**config.mk**
```make
export PLATFORM = sky130hd
export DESIGN_NAME = cell_sweep_ctrl
export DESIGN_NICKNAME = d
export VERILOG_FILES = /design/src/rtl/cell_sweep_ctrl_pkg.sv /design/src/rtl/aoi222_golden.sv /design/src/rtl/cell_sweep_ctrl.sv
export SDC_FILE = /design/constraint.sdc
export NUM_CORES = 1
export LEC_CHECK = 0
export BUFFER_PORTS_ARGS = -buffer_cell sky130_fd_sc_hd__buf_4
export CORE_ASPECT_RATIO = 1.25
export CORE_UTILIZATION = 26
export DETAILED_ROUTE_END_ITERATION = 16
export PLACE_DENSITY = 0.42
export SLEW_MARGIN = 20
export SYNTH_ARGS = -nofsm -noshare
export SYNTH_HDL_FRONTEND = slang
export SYNTH_HIERARCHICAL = 1
export SYNTH_SLANG_ARGS = --single-unit
```
**constraint.sdc**
```tcl
create_clock -name clk -period 5.73 [get_ports clk]
set_input_delay 0.2865 -clock clk [delete_from_list [all_inputs] [get_ports clk]]
set_output_delay 0.2865 -clock clk [all_outputs]
set_load 0.005 [all_outputs]
```
**src/rtl/cell_sweep_ctrl_pkg.sv**
```systemverilog
// Shared definitions for the AOI222 cell sweep controller: sizes, FSM states
// and the golden AOI222 response function.
package cell_sweep_ctrl_pkg;

  localparam int VEC_W   = 6;
  localparam int NUM_VEC = 64;

  typedef enum logic [1:0] {
    ST_IDLE   = 2'd0,
    ST_SETTLE = 2'd1,
    ST_SAMPLE = 2'd2,
    ST_DONE   = 2'd3
  } state_e;

  // vec = {A1,A2,B1,B2,C1,C2}; ZN = ~((A1&A2)|(B1&B2)|(C1&C2))
  function automatic logic aoi222_exp(input logic [VEC_W-1:0] v);
    return ~((v[5] & v[4]) | (v[3] & v[2]) | (v[1] & v[0]));
  endfunction

endpackage

```
**src/rtl/aoi222_golden.sv**
```systemverilog
// Combinational golden model of the AOI222 cell: expected ZN for a stimulus vector.
module aoi222_golden
  import cell_sweep_ctrl_pkg::*;
(
  input  logic [VEC_W-1:0] vec_i,
  output logic             exp_o
);

  assign exp_o = aoi222_exp(vec_i);

endmodule

```
**src/rtl/cell_sweep_ctrl.sv**
```systemverilog
// Sweeps all 64 AOI222 input vectors, lets each settle, samples ZN against the
// golden response and records error count, first failing vector and pass/fail.
module cell_sweep_ctrl
  import cell_sweep_ctrl_pkg::*;
#(
  parameter int unsigned SETTLE_CYCLES = 2
) (
  input  logic             clk,
  input  logic             rst_n,
  input  logic             start,
  input  logic             abort,
  output logic [VEC_W-1:0] vec,
  input  logic             zn_in,
  output logic             busy,
  output logic             done,
  output logic [6:0]       err_count,
  output logic             pass,
  output logic [VEC_W-1:0] first_fail_vec,
  output logic             first_fail_valid
);

  localparam logic [3:0]       SETTLE_LAST = 4'(SETTLE_CYCLES - 1);
  localparam logic [VEC_W-1:0] VEC_LAST    = VEC_W'(NUM_VEC - 1);

  state_e           state_q, state_d;
  logic [VEC_W-1:0] vec_q, vec_d;
  logic [3:0]       cnt_q, cnt_d;
  logic [6:0]       err_q, err_d;
  logic             pass_q, pass_d;
  logic [VEC_W-1:0] ffv_vec_q, ffv_vec_d;
  logic             ffv_q, ffv_d;
  logic             exp_zn;

  aoi222_golden u_golden (
    .vec_i (vec_q),
    .exp_o (exp_zn)
  );

  // NOTE: every next-state signal gets its hold value first so no path leaves
  // it unassigned; that is what keeps this block free of inferred latches.
  always_comb begin
    state_d   = state_q;
    vec_d     = vec_q;
    cnt_d     = cnt_q;
    err_d     = err_q;
    pass_d    = pass_q;
    ffv_vec_d = ffv_vec_q;
    ffv_d     = ffv_q;

    if (abort) begin
      // Results survive an abort for inspection, but a partial sweep never passes.
      state_d = ST_IDLE;
      vec_d   = '0;
      cnt_d   = '0;
      pass_d  = 1'b0;
    end else begin
      unique case (state_q)
        ST_IDLE: begin
          if (start) begin
            state_d = ST_SETTLE;
            vec_d   = '0;
            cnt_d   = '0;
            err_d   = '0;
            ffv_d   = 1'b0;
            pass_d  = 1'b0;
          end
        end
        ST_SETTLE: begin
          if (cnt_q == SETTLE_LAST) state_d = ST_SAMPLE;
          else                      cnt_d   = cnt_q + 4'd1;
        end
        ST_SAMPLE: begin
          if (zn_in != exp_zn) begin
            err_d = err_q + 7'd1;
            if (!ffv_q) begin
              ffv_vec_d = vec_q;
              ffv_d     = 1'b1;
            end
          end
          if (vec_q == VEC_LAST) begin
            // err_d already includes a mismatch on the final vector.
            state_d = ST_DONE;
            pass_d  = (err_d == 7'd0);
          end else begin
            state_d = ST_SETTLE;
            vec_d   = vec_q + VEC_W'(1);
            cnt_d   = '0;
          end
        end
        ST_DONE: state_d = ST_IDLE;
        default: state_d = ST_IDLE;
      endcase
    end
  end

  // NOTE: sequential state uses non-blocking assignments so every register
  // samples the pre-edge values, independent of statement order.
  always_ff @(posedge clk or negedge rst_n) begin
    if (!rst_n) begin
      state_q   <= ST_IDLE;
      vec_q     <= '0;
      cnt_q     <= '0;
      err_q     <= '0;
      pass_q    <= 1'b0;
      ffv_vec_q <= '0;
      ffv_q     <= 1'b0;
    end else begin
      state_q   <= state_d;
      vec_q     <= vec_d;
      cnt_q     <= cnt_d;
      err_q     <= err_d;
      pass_q    <= pass_d;
      ffv_vec_q <= ffv_vec_d;
      ffv_q     <= ffv_d;
    end
  end

  assign vec              = vec_q;
  assign busy             = (state_q == ST_SETTLE) || (state_q == ST_SAMPLE);
  assign done             = (state_q == ST_DONE);
  assign err_count        = err_q;
  assign pass             = pass_q;
  assign first_fail_vec   = ffv_vec_q;
  assign first_fail_valid = ffv_q;

endmodule
```
Word level (Yosys, flattened, before mapping)
Index checks and enable logic that the tools add are counted.
- reductions and logical operators: 13
- mux-type cells: 25
- equality and inequality tests: 13
- add/subtract/negate cells: 3
- bitwise operators: 8
- operator list (cell ; number):
    two-way mux 7 bit ; 4
    two-way mux 6 bit ; 3
    two-way mux 4 bit ; 4
    != test 3 bit, second input constant ; 5
    case mux 7 bit (2 select lines) ; 1
    case mux 4 bit (3 select lines) ; 1
    case mux 6 bit (2 select lines) ; 1
    AND reduction 4 bit ; 3
    AND reduction 3 bit ; 3
    two-way mux 2 bit ; 4
    case mux 2 bit (4 select lines) ; 1
    adder 7 x 1 -> 7 bit, second input constant ; 1
    logical NOT 7 bit ; 1
    adder 6 x 1 -> 6 bit, second input constant ; 1
    == test 6 bit, second input constant ; 1
    adder 4 x 1 -> 4 bit, second input constant ; 1
    == test 2 bit, second input constant ; 2
    == test 4 x 1 -> 1 bit, second input constant ; 1
    two-way mux 1 bit ; 4
    != test 2 bit, second input constant ; 2
    case mux 1 bit (2 select lines) ; 2
    nonzero test 4 bit ; 1
    bitwise AND 1 bit ; 3
    inverter 1 bit ; 3
    other kinds (8) ; 9
- flip-flop bits (word level): 27
- logic and storage cells: 69
- output and inout port bits: 23
- bits of input ports: 5

Longest topological paths before layout
- word-level depth: 12
- gate-level depth with buffers: 8
- depth with buffers taken out: 6

Hierarchy
The synthesis kept the hierarchy.
- by module, submodules not included (module ; cells each ; instances ; area an instance (um^2) ; sequential area each (um^2)):
    cell_sweep_ctrl ; 173 ; 1 ; 1619.1 ; 675.6
    aoi222_golden ; 1 ; 1 ; 10.0 ; 0.0

Worst setup path after synthesis
No wires, ideal clock.
- path kind: register -> register
- start: register vec_q[5], in the netlist vec[5]
- end: register pass_q, in the netlist pass
- stages on the path, launching flop included: 6
- data required time: 5.626 ns
- slack: 3.509 ns
- data arrival time: 2.118 ns
- path buffers: 0
- clock period less this slack: 2.221 ns
- cell sequence: dfrtp_1 -> a222oi_1 -> xnor2_1 -> or4b_1 -> and3_1 -> o41ai_2
- cells in the longest elaborated chain, start to end: 12
- elaborated cells between the ends (all ways): 15
- ends and longest elaborated chain (element ; RTL line ; text):
    start: declaration ; cell_sweep_ctrl.sv:26 ; logic [VEC_W-1:0] vec_q, vec_d;
    start signal: assignment ; cell_sweep_ctrl.sv:109 ; vec_q <= vec_d;
    bitwise AND 1 bit ; cell_sweep_ctrl_pkg.sv:17 ; return ~((v[5] & v[4]) | (v[3] & v[2]) | (v[1] & v[0]));
    bitwise OR 1 bit (2 in series) ; cell_sweep_ctrl_pkg.sv:17 ;
    inverter 1 bit ; cell_sweep_ctrl_pkg.sv:17 ;
    named net exp_zn ; cell_sweep_ctrl.sv:32 ; logic exp_zn;
    != test 1 bit ; cell_sweep_ctrl.sv:73 ; if (zn_in != exp_zn) begin
    two-way mux 7 bit ; cell_sweep_ctrl.sv:73 ;
    two-way mux 7 bit ; cell_sweep_ctrl.sv:57 ; unique case (state_q)
    two-way mux 7 bit ; cell_sweep_ctrl.sv:50 ; if (abort) begin
    logical NOT 7 bit ; cell_sweep_ctrl.sv:83 ; pass_d = (err_d == 7'd0);
    two-way mux 1 bit ; cell_sweep_ctrl.sv:80 ; if (vec_q == VEC_LAST) begin
    case mux 1 bit (2 select lines) ; cell_sweep_ctrl.sv:57 ;
    two-way mux 1 bit ; cell_sweep_ctrl.sv:50 ;
    end signal: assignment ; cell_sweep_ctrl.sv:112 ; pass_q <= pass_d;
    end: declaration ; cell_sweep_ctrl.sv:29 ; logic pass_q, pass_d;
The timed path passes the listed nets, and every way through them passes these cells. The select of a mux whose other input is x is not followed.
A chain may end at the register's enable or synchronous reset.

Worst setup path in the final report
Same ends and word-level chain as after synthesis.

==> flow_summary.json <==
{
  "cp_max_fo": 16,
  "fmax_mhz": 384,
  "final_hold_viol_count": 0,
  "cap_violations": 0,
  "n_fill_cell": 633,
  "switching_share_pct": 35.1,
  "r2r_slack_ns": 3.13,
  "setup.worst_path.end_class": "register",
  "n_antenna_cell": 0,
  "vias": 1402,
  "clk_path_buf_depth": 2,
  "syn_area_per_cell_um2": 9.36,
  "gp_congestion": 0.829,
  "initial_core_util_pct": 27.5,
  "finalPower_uw": 515,
  "syn-num-nets": 188,
  "ys_seq_area_share_pct": 41.5,
  "clkSlewWorstSetupHoldPaths_ns": 0.10,
  "synth_area_um2": 1630,
  "arrival_ns": 2.78,
  "worst_hold_path_type": "primary input to register",
  "numCtsBuffers": 3,
  "synth-main-ff-cell": "dfrtp_1",
  "clock-sinks": 27,
  "cts_root_buf": "clkbuf_8",
  "rsz0062_at_grt": "no",
  "die_h_um": 90.5,
  "via_per_inst": 4.97,
  "drc_errors": 0,
  "fin_crit_sh_pct": 45.5,
  "worst_slew_pin_slew_ns": 0.580,
  "io-pin-count": 28,
  "antenna_found_initial": 0,
  "final_cell_mix": "dfrtp_1 (27), buf_4 (27), o21ai_0 (17), nor2_1 (12)",
  "peakVddDrop_mv": 0.134,
  "clock_skew_ns": 0.00292,
  "path_class": "register to register",
  "wire_per_inst_um": 13.6,
  "grt_overflow_total": 0,
  "power_density_nw_per_um2": 261,
  "outcome": "completed",
  "combPwrFrac_pct": 33.4,
  "dieArea_um2": 6590,
  "dieWidth_um": 72.8,
  "num_rows": 31,
  "fin_nets": 215,
  "finalSetupViolations": 0,
  "synthToLayoutAreaGrowth_pct": 20.9,
  "synth-seq-cells": 27,
  "tns_ns": 0,
  "track_usage_pct": 12.5,
  "wl_um": 3840,
  "cts_tree": "done",
  "cts_htree_levels": 1,
  "hpwlAfterDp_um": 2880,
  "core_um2": 5930,
  "dr.first_iter.drc_count": 70,
  "place_ws_ns": 3.15,
  "grt_first_pass_wirelength_um": 6580,
  "startpoint_type": "register",
  "synthArstFlopShare_pct": 100,
  "synth-edff-count": 0,
  "synth_cell_types": 43,
  "slew_headroom_pct": 61.1,
  "ys_warn_count": 6,
  "drive_above_1_share_pct": 20.5,
  "final.min_clock_period_ns": 2.60,
  "final_cell_area_um2": 1970,
  "first_global_vias": 1344,
  "slew_violations": 0,
  "p_sw_uw": 181,
  "cts-resized-gates": 0,
  "grt_max_degree": 28,
  "synthesis.instances": 174,
  "fin_cells": 282,
  "clk_latency_ns": 0.27,
  "intPower_uw": 334,
  "place_area_um2": 1910,
  "placedCellCount": 277,
  "p_clk_share_pct": 21.6,
  "numPortBuffers": 27,
  "ant_nets": 0,
  "seq_power_share_pct": 44.9,
  "setup_slack_ns": 3.13,
  "first_pass_iters": 4,
  "p_leak_nw": 0.910,
  "cp_data_required_time_ns": 5.91
}
[cells in the mapped netlist, drive strengths merged (4+ instances only)]
| cell | n | area [µm²] |
|---|---|---|
| clkbuf | 5 | 18.8 |
| mux2 | 6 | 67.6 |
| a21oi | 11 | 55.1 |
| nor2 | 12 | 45.0 |
| o21ai | 17 | 85.1 |
| dfrtp | 27 | 676 |
| ha | 9 | 113 |
| nand2b | 5 | 31.3 |
| inv | 8 | 30.0 |
| nand3 | 9 | 45.0 |
| nor3 | 4 | 20.0 |
| nand2 | 11 | 41.3 |
| and3 | 4 | 25.0 |
[logic make-up (layout without fill, tap and decap cells)]
group	after synthesis	count (layout)	synth area share, %
AO/OA/AOI/OAI	50	50	20.3
XOR/XNOR	4	4	2.15
adder cells (fa/ha/maj)	9	9	6.91
buffers and inverters	14	40	3.30
flip-flops	27	27	41.5
multiplexers	8	8	5.38
AND/OR/NAND/NOR	62	62	20.5
[worst paths after layout]
kind,end,start,cells past startpoint
setup reg to reg,pass,vec[5],5
setup / recovery,pass,vec[5],5
min in group asynchronous,first_fail_vec[3],rst_n,2
hold / removal,vec[0],abort,2
hold reg to reg,first_fail_vec[4],first_fail_vec[4],1
max in group asynchronous,first_fail_valid,rst_n,2
[flip-flops by register name (all words and copies together) (netlist names)]
name,flops
state_q,2
cnt_q,4
pass,1
vec,6
err_count,7
first_fail_valid,1
first_fail_vec,6
[per-stage QoR]
step           hold WS, ns  util, %
6_report             0.240     33.2
5_1_grt              0.249     33.2
4_1_cts              0.235     33.2
3_5_place_dp         0.236     32.2
3_3_place_gp         0.231     32.2
2_1_floorplan     -0.00909        -
[layout make-up]
| class | count | area (µm²) | share of cell area (%) |
|---|---|---|---|
| Sequential cell | 27 | 676 | 34.3 |
| Clock inverter | 1 | 7.51 | 0.381 |
| Timing Repair Buffer | 28 | 213 | 10.8 |
| Inverter | 8 | 30.0 | 1.52 |
| Clock buffer | 3 | 41.3 | 2.10 |
| Multi-Input combinational cell | 133 | 900 | 45.7 |
| Tap cell | 82 | 103 | 5.21 |
[power by group through the flow]
stage | combinational [mW] | clock, mW | sequential (mW)
after floorplan | 0.115 | 0 | 0.229
after global placement | 0.173 | 0 | 0.235
after detailed placement | 0.174 | 0 | 0.236
after CTS | 0.175 | 0.118 | 0.232
after global routing | 0.195 | 0.125 | 0.235
final | 0.172 | 0.111 | 0.231
[routing by layer]
| metal | up-vias | global-route usage [%] | share of wire, % |
|---|---|---|---|
| li1 | 692 | - | - |
| met1 | 676 | 16.2 | 47 |
| met2 | 32 | 21.0 | 49 |
| met3 | 2 | 1.90 | 3.5 |
| met4 | 0 | 3.92 | 0.76 |
| met5 | - | 0 | 0 |
[worst max-delay path: stages (launching register included)]
cell and delay (ns):
dfrtp_1 0.56, a222oi_1 0.60, xnor2_1 0.31, or4b_1 0.56, and3_1 0.16, o41ai_2 0.32
[repair_timing]
| action | in CTS | in global routing |
|---|---|---|
| hold buffers | 1 | 0 |
| buffers inserted | 0 | 0 |
| endpoints found under the hold margin | 27 | 0 |
Power figures use the tool's default switching activity.
